## config.mk

```make
export PLATFORM = sky130hd
export DESIGN_NAME = chip8_mem_arbiter
export DESIGN_NICKNAME = d
export VERILOG_FILES = /design/src/rtl/chip8_mem_arbiter.sv
export SDC_FILE = /design/constraint.sdc
export NUM_CORES = 1
export LEC_CHECK = 0
export CAP_MARGIN = 5
export CORE_MARGIN = 2
export CORE_UTILIZATION = 22
export CTS_CLUSTER_DIAMETER = 50
export DETAILED_ROUTE_END_ITERATION = 16
export PLACE_DENSITY = 0.78
export SLEW_MARGIN = 10
export SYNTH_ARGS = -nofsm -noshare
export SYNTH_HDL_FRONTEND = slang
export SYNTH_SLANG_ARGS = --single-unit
```

## constraint.sdc

```tcl
create_clock -name clk -period 1.7 [get_ports clk]
set_clock_uncertainty 0.05 [all_clocks]
set_input_delay 0.51 -clock clk [delete_from_list [all_inputs] [get_ports clk]]
set_output_delay 0.51 -clock clk [all_outputs]
set_load 0.01 [all_outputs]
```

## src/rtl/chip8_mem_arbiter.sv

```systemverilog
// Shares the single CHIP-8 memory port between CPU and graphics engine, with a
// gfx-streak limit for CPU fairness and write protection of the low interpreter area.
module chip8_mem_arbiter #(
  parameter int                 ADDR_W     = 14,
  parameter int                 DATA_W     = 8,
  parameter int                 MAX_STREAK = 4,
  parameter logic [ADDR_W-1:0]  PROT_TOP   = 14'h200
) (
  input  logic              clk,
  input  logic              reset_n,
  input  logic              cpu_req,
  input  logic              cpu_we,
  input  logic [ADDR_W-1:0] cpu_addr,
  input  logic [DATA_W-1:0] cpu_wdata,
  output logic              cpu_ack,
  output logic              cpu_rvalid,
  output logic [DATA_W-1:0] cpu_rdata,
  input  logic              gfx_req,
  input  logic [ADDR_W-1:0] gfx_addr,
  output logic              gfx_ack,
  output logic              gfx_rvalid,
  output logic [DATA_W-1:0] gfx_rdata,
  output logic [ADDR_W-1:0] mem_addr,
  output logic              mem_we,
  output logic [DATA_W-1:0] mem_din,
  input  logic [DATA_W-1:0] mem_dout,
  output logic              wr_fault
);

  localparam logic [3:0] STREAK_MAX = 4'(MAX_STREAK);

  logic [3:0] streak_q, streak_d;
  logic       cpu_rv_q, cpu_rv_d;
  logic       gfx_rv_q, gfx_rv_d;
  logic       fault_q, fault_d;
  logic       cpu_win, gnt_cpu, gnt_gfx, prot_hit;

  always_comb begin
    // gfx normally wins a collision; the CPU takes over once the streak is exhausted
    cpu_win  = cpu_req & (~gfx_req | (streak_q == STREAK_MAX));
    gnt_cpu  = reset_n & cpu_win;
    gnt_gfx  = reset_n & gfx_req & ~cpu_win;
    prot_hit = cpu_addr < PROT_TOP;

    cpu_ack  = gnt_cpu;
    gfx_ack  = gnt_gfx;
    mem_addr = '0;
    mem_we   = 1'b0;
    mem_din  = '0;
    if (gnt_cpu) begin
      mem_addr = cpu_addr;
      if (cpu_we) begin
        mem_din = cpu_wdata;
        mem_we  = ~prot_hit;
      end
    end else if (gnt_gfx) begin
      mem_addr = gfx_addr;
    end

    streak_d = streak_q;
    if (!cpu_req || gnt_cpu)
      streak_d = '0;
    else if (gnt_gfx && streak_q != STREAK_MAX)
      streak_d = streak_q + 4'd1;

    cpu_rv_d = gnt_cpu & ~cpu_we;
    gfx_rv_d = gnt_gfx;
    fault_d  = fault_q | (gnt_cpu & cpu_we & prot_hit);
  end

  always_ff @(posedge clk) begin
    if (!reset_n) begin
      streak_q <= '0;
      cpu_rv_q <= 1'b0;
      gfx_rv_q <= 1'b0;
      fault_q  <= 1'b0;
    end else begin
      streak_q <= streak_d;
      cpu_rv_q <= cpu_rv_d;
      gfx_rv_q <= gfx_rv_d;
      fault_q  <= fault_d;
    end
  end

  // Read tags are also masked while reset is held so a read in flight is dropped.
  assign cpu_rvalid = cpu_rv_q & reset_n;
  assign gfx_rvalid = gfx_rv_q & reset_n;
  assign cpu_rdata  = cpu_rvalid ? mem_dout : '0;
  assign gfx_rdata  = gfx_rvalid ? mem_dout : '0;
  assign wr_fault   = fault_q;

endmodule

```

# ---- Word level (Yosys, flattened, before mapping)
# Index checks and enable logic that the tools add are counted.
dict set report word_totals {
  ff_bits 7
  latch_bits 0
  ram_bits 0
  rom_bits 0
  inputBits 49
  elab_cells 36
  n_memories 0
}
dict set report op_classes {
  n_addsub 1
  n_mul 0
  div 0
  order_cmp 1
  eq_ne 2
  shift 0
  n_mux 8
  n_bitwise 16
  n_reduce_logical 4
}
# cell n
set ops {}
lappend ops {{8-bit two-way mux} 4}
lappend ops {{14-bit two-way mux} 2}
lappend ops {{14-bit by 10-bit less-than comparator with 1-bit output, second input constant} 1}
lappend ops {{1-bit bitwise AND} 9}
lappend ops {{1-bit NOT} 5}
lappend ops {{4-bit by 1-bit adder with 4-bit output, second input constant} 1}
lappend ops {{4-bit by 3-bit equality test with 1-bit output, second input constant} 1}
lappend ops {{4-bit by 3-bit != test with 1-bit output, second input constant} 1}
lappend ops {{1-bit two-way mux} 2}
lappend ops {{1-bit bitwise OR} 2}
lappend ops {{2-bit OR reduction} 1}
lappend ops {{1-bit logical AND} 1}
lappend ops {{1-bit zero test} 1}
lappend ops {{1-bit logical OR} 1}

# ---- Longest topological paths before layout
dict set report logic_depth {
  ltp_word 7
  mapped_depth 6
}

# ---- Worst setup path before layout
# OpenSTA, ideal clock, no wires.
dict set report synth_timing {
  path_type {register to output}
  start {register streak_q[0]}
  end {output mem_addr[10]}
  t_arrival_ns 1.307
  required_ns 1.140
  slack_ns -0.167
  stages_incl_launch_ff 6
  n_path_buf 1
  cell_sequence {dfxtp_1 > inv_1 > ha_1 > a41oi_2 > buf_4 > a22o_1}
}
dict set report synth_between {
  elab_chain_cells 7
}
# item line
set synth_rtl {}
lappend synth_rtl {{from (decl)} 32} ;# logic [3:0] streak_q, streak_d;
lappend synth_rtl {{from (signal assigned)} 78} ;# streak_q <= streak_d;
lappend synth_rtl {{4-bit by 3-bit equality test with 1-bit output} 40} ;# cpu_win = cpu_req & (~gfx_req | (streak_q == STREAK_MAX));
lappend synth_rtl {{1-bit bitwise OR} 40}
lappend synth_rtl {{1-bit bitwise AND} 40}
lappend synth_rtl {{1-bit NOT} 42} ;# gnt_gfx = reset_n & gfx_req & ~cpu_win;
lappend synth_rtl {{1-bit bitwise AND} 42}
lappend synth_rtl {{net gfx_ack} 20} ;# output logic gfx_ack,
lappend synth_rtl {{14-bit two-way mux} 56} ;# end else if (gnt_gfx) begin
lappend synth_rtl {{14-bit two-way mux} 50} ;# if (gnt_cpu) begin
lappend synth_rtl {{to (decl)} 23} ;# output logic [ADDR_W-1:0] mem_addr,
# The timed path passes the listed nets, and every way through them passes these cells.

# ---- Final worst setup path
dict set report layout_timing {
  start {input cpu_addr[9]}
  end {output mem_we}
}
dict set report layout_between {
  elab_chain_cells 4
}
# item line
set layout_rtl {}
lappend layout_rtl {{from (decl)} 13} ;# input logic [ADDR_W-1:0] cpu_addr,
lappend layout_rtl {{14-bit by 10-bit less-than comparator with 1-bit output} 43} ;# prot_hit = cpu_addr < PROT_TOP;
lappend layout_rtl {{1-bit NOT} 54} ;# mem_we = ~prot_hit;
lappend layout_rtl {{1-bit two-way mux} 52} ;# if (cpu_we) begin
lappend layout_rtl {{1-bit two-way mux} 50}
lappend layout_rtl {{to (decl)} 24} ;# output logic mem_we,
# No other way between the ends.

==> impl_results.md <==
- Outcome: finished, violations left
- Violated checks: design-rule violations, negative setup slack
- Fin. max-slew vios: 0
- Post-DP HPWL: 2420 um
- Yosys warns: 0
- Total CTS buffers: 3
- Register area share after synthesis: 21.1%
- Cell variety after synth: 26
- CP peak stage delay: 0.50 ns
- IO Count: 93
- RSZ-0062 raised after global routing: true
- Slew at the pin with the worst max-slew slack: 0.334 ns
- Worst-skew pair later-pin latency: 0.25 ns
- Syn Area/Cell: 8.41 um^2
- Worst slew margin: 77.7%
- FMAX: 0.474 GHz
- Worst setup SP type: primary input
- Die area: 3480 um^2
- GRT Overall Usage: 18.5%
- Hold Violations, Final: 0
- Final net count: 242
- Global-route track usage on met3: 6.37%
- TritonCTS clock tree: built
- Req. time, crit path: 1.14 ns
- Grt ovf: 0
- Share of cells above drive strength 1: 48.9%
- Leak: 0.891 nW
- CP Max Fanout: 2
- Fillcell total: 261
- Initial antenna violation count: 0
- Routability cong.: 0.775
- Setup TNS: -9.21 ns
- Reg area: 145 um^2
- Post-route worst setup slack: -0.410 ns
- Post-synthesis async set-or-reset flop share: 0%
- Port Buffer Count: 92
- Setup-failing EPs final: 25
- 1st-pass router iterations: 11
- WL final: 3120 um
- Grt peak-use layer: met2
- Pre-CTS setup slack: -1.09 ns
- CTS root buf: clkbuf_4
- Pwr per Cell Area: 353 nW/um^2
- # placed instances: 211
- Met1 usage: 19.1%
- Routed Antenna Nets: 0
- Area Overhead vs Synth: 160%
- First-pass GRT wire length: 4910 um
- Worst VDD drop: 0.250 mV
- Met2 Track Usage GR: 36.2%
- CTS clock-pin slew for the worst setup and hold paths: 0.05 ns
- Critical Path Slowest Stage Cell: or4_4
- Vias per cell: 4.89
- Fin crit share: 124%
- Cell Rows: 19
- Bufs and invs on worst path: 2
- Die width: 59.0 um
- Post-synth EDFFs: 0
- Number of global-route vias before repair: 1048
- # diodes: 0
- Height of the die: 59.0 um
- Critical setup path kind: primary input to output port
- H-tree levels: 1
- Crit-path cells: clkdlybuf4s15_1 > or4_4 > o211a_1 > buf_2
- WP data arrival: 1.55 ns
- Mapped Nets: 130
- Drt initial violations: 43
- Initial Utilization: 23.7%
- CP top delay family: simple AND/OR/NAND/NOR gates
- Pwr Total: 608 uW
- CP Capture Type: output port
- Post-DP Area: 1800 um^2
- CTS Sinks: 7
- Yosys reg bits: 7
- Multi-input logic area: 546 um^2
- Max-cap violations: 0
- Final Instance Area: 1730 um^2
- Post-Syn Instances: 79
- Hold Crit Class: flop to flop
- CTS max path bufs: 2
- # DRC: 8
- Syn Std Cell Area: 664 um^2
- Via count: 1081
- Fin crit period: 2.11 ns
- Synth Flop Type: dfxtp_1
- Finished Layout Cells: 221
- Routed wire length per instance: 14.1 um
- # hold bufs at CTS: 0
- Core area: 2810 um^2
- Largest net degree at the start of global routing: 14
-- sequential cells by signal (all words and copies together) (netlist names) --
name	count
gfx_rv_q	1
streak_q	4
wr_fault	1
cpu_rv_q	1
-- path summary, 6_finish.rpt --
check | startpoint | endpoint | slack [ns] | cells after the start
worst max register to register | streak_q[0] | wr_fault | 0.33 | 7
worst min-delay path | wr_fault | wr_fault | 0.43 | 1
worst max-delay path | cpu_addr[9] | mem_we | -0.41 | 4
worst min register to register | wr_fault | wr_fault | 0.43 | 1
-- kinds of logic after synthesis --
kind of cell             after synthesis  synth area share, %
buffers and inverters                 10                 8.47
XOR/XNOR                               1                 1.32
adder cells (fa/ha/maj)                2                 3.77
AND/OR/NAND/NOR                       38                 36.2
AO/OA/AOI/OAI                         21                 29.2
flip-flops                             7                 21.1
-- final cells by class --
cell class | count | share of cell area, %
repair buffers | 113 | 55.3
multi-input cells | 62 | 31.6
flip-flops and latches | 7 | 8.41
well taps | 31 | 2.25
clock buffers | 4 | 1.52
inverters | 4 | 0.870
-- metal layers --
layer	vias up	share of wire, %
li1	528	-
met1	499	35
met2	51	54
met3	3	11
met4	0	0.26
met5	-	0
-- cell usage after synthesis, drive strengths merged, types with 2 or more instances --
cell	n	area (um^2)
nand2	2	7.51
inv	4	15.0
and3	24	150
a22o	14	123
buf	3	30.0
a21oi	2	21.3
a41oi	2	25.0
clkbuf	3	11.3
ha	2	25.0
nor2	3	11.3
dfxtp	7	140
and2	2	12.5
-- cell usage in the layout (no fill, tap or decap), drive strengths merged --
cell type      instances
buf                   61
clkdlybuf4s50         33
and3                  24
a22o                  14
clkbuf                10
dlygate4sd2            9
dfxtp                  7
clkdlybuf4s15          4
inv                    4
nor2                   3
nand2                  2
and2                   2
a21oi                  2
a41oi                  2
ha                     2
nand3b                 1
or4                    1
o211a                  1
nand4                  1
nand3                  1
o21ai                  1
or3                    1
nor2b                  1
nor3b                  1
a32o                   1
xnor2                  1
-- per-stage QoR --
stage          hold WS, ns  utilization, %
5_1_grt              0.455            61.5
6_report             0.427            61.5
3_3_place_gp         0.406            64.1
4_1_cts              0.428            64.1
2_1_floorplan        0.369               -
3_5_place_dp         0.417            64.1
-- timing repair --
action                                  in CTS  in global routing
setup buffers                                3                  1
gates cloned                                 3                  1
endpoints found under the setup margin      45                 32
endpoints found under the hold margin        0                  0
pin swaps                                   11                  6
resized for setup                          205                 13
-- power by group --
part           total [mW]  switching, mW  internal, mW
Sequential          0.172        0.00402         0.168
Combinational       0.283          0.103         0.180
Clock               0.153         0.0633        0.0897
Total               0.608          0.170         0.438
No activity file was read; power rests on OpenSTA's default activity.
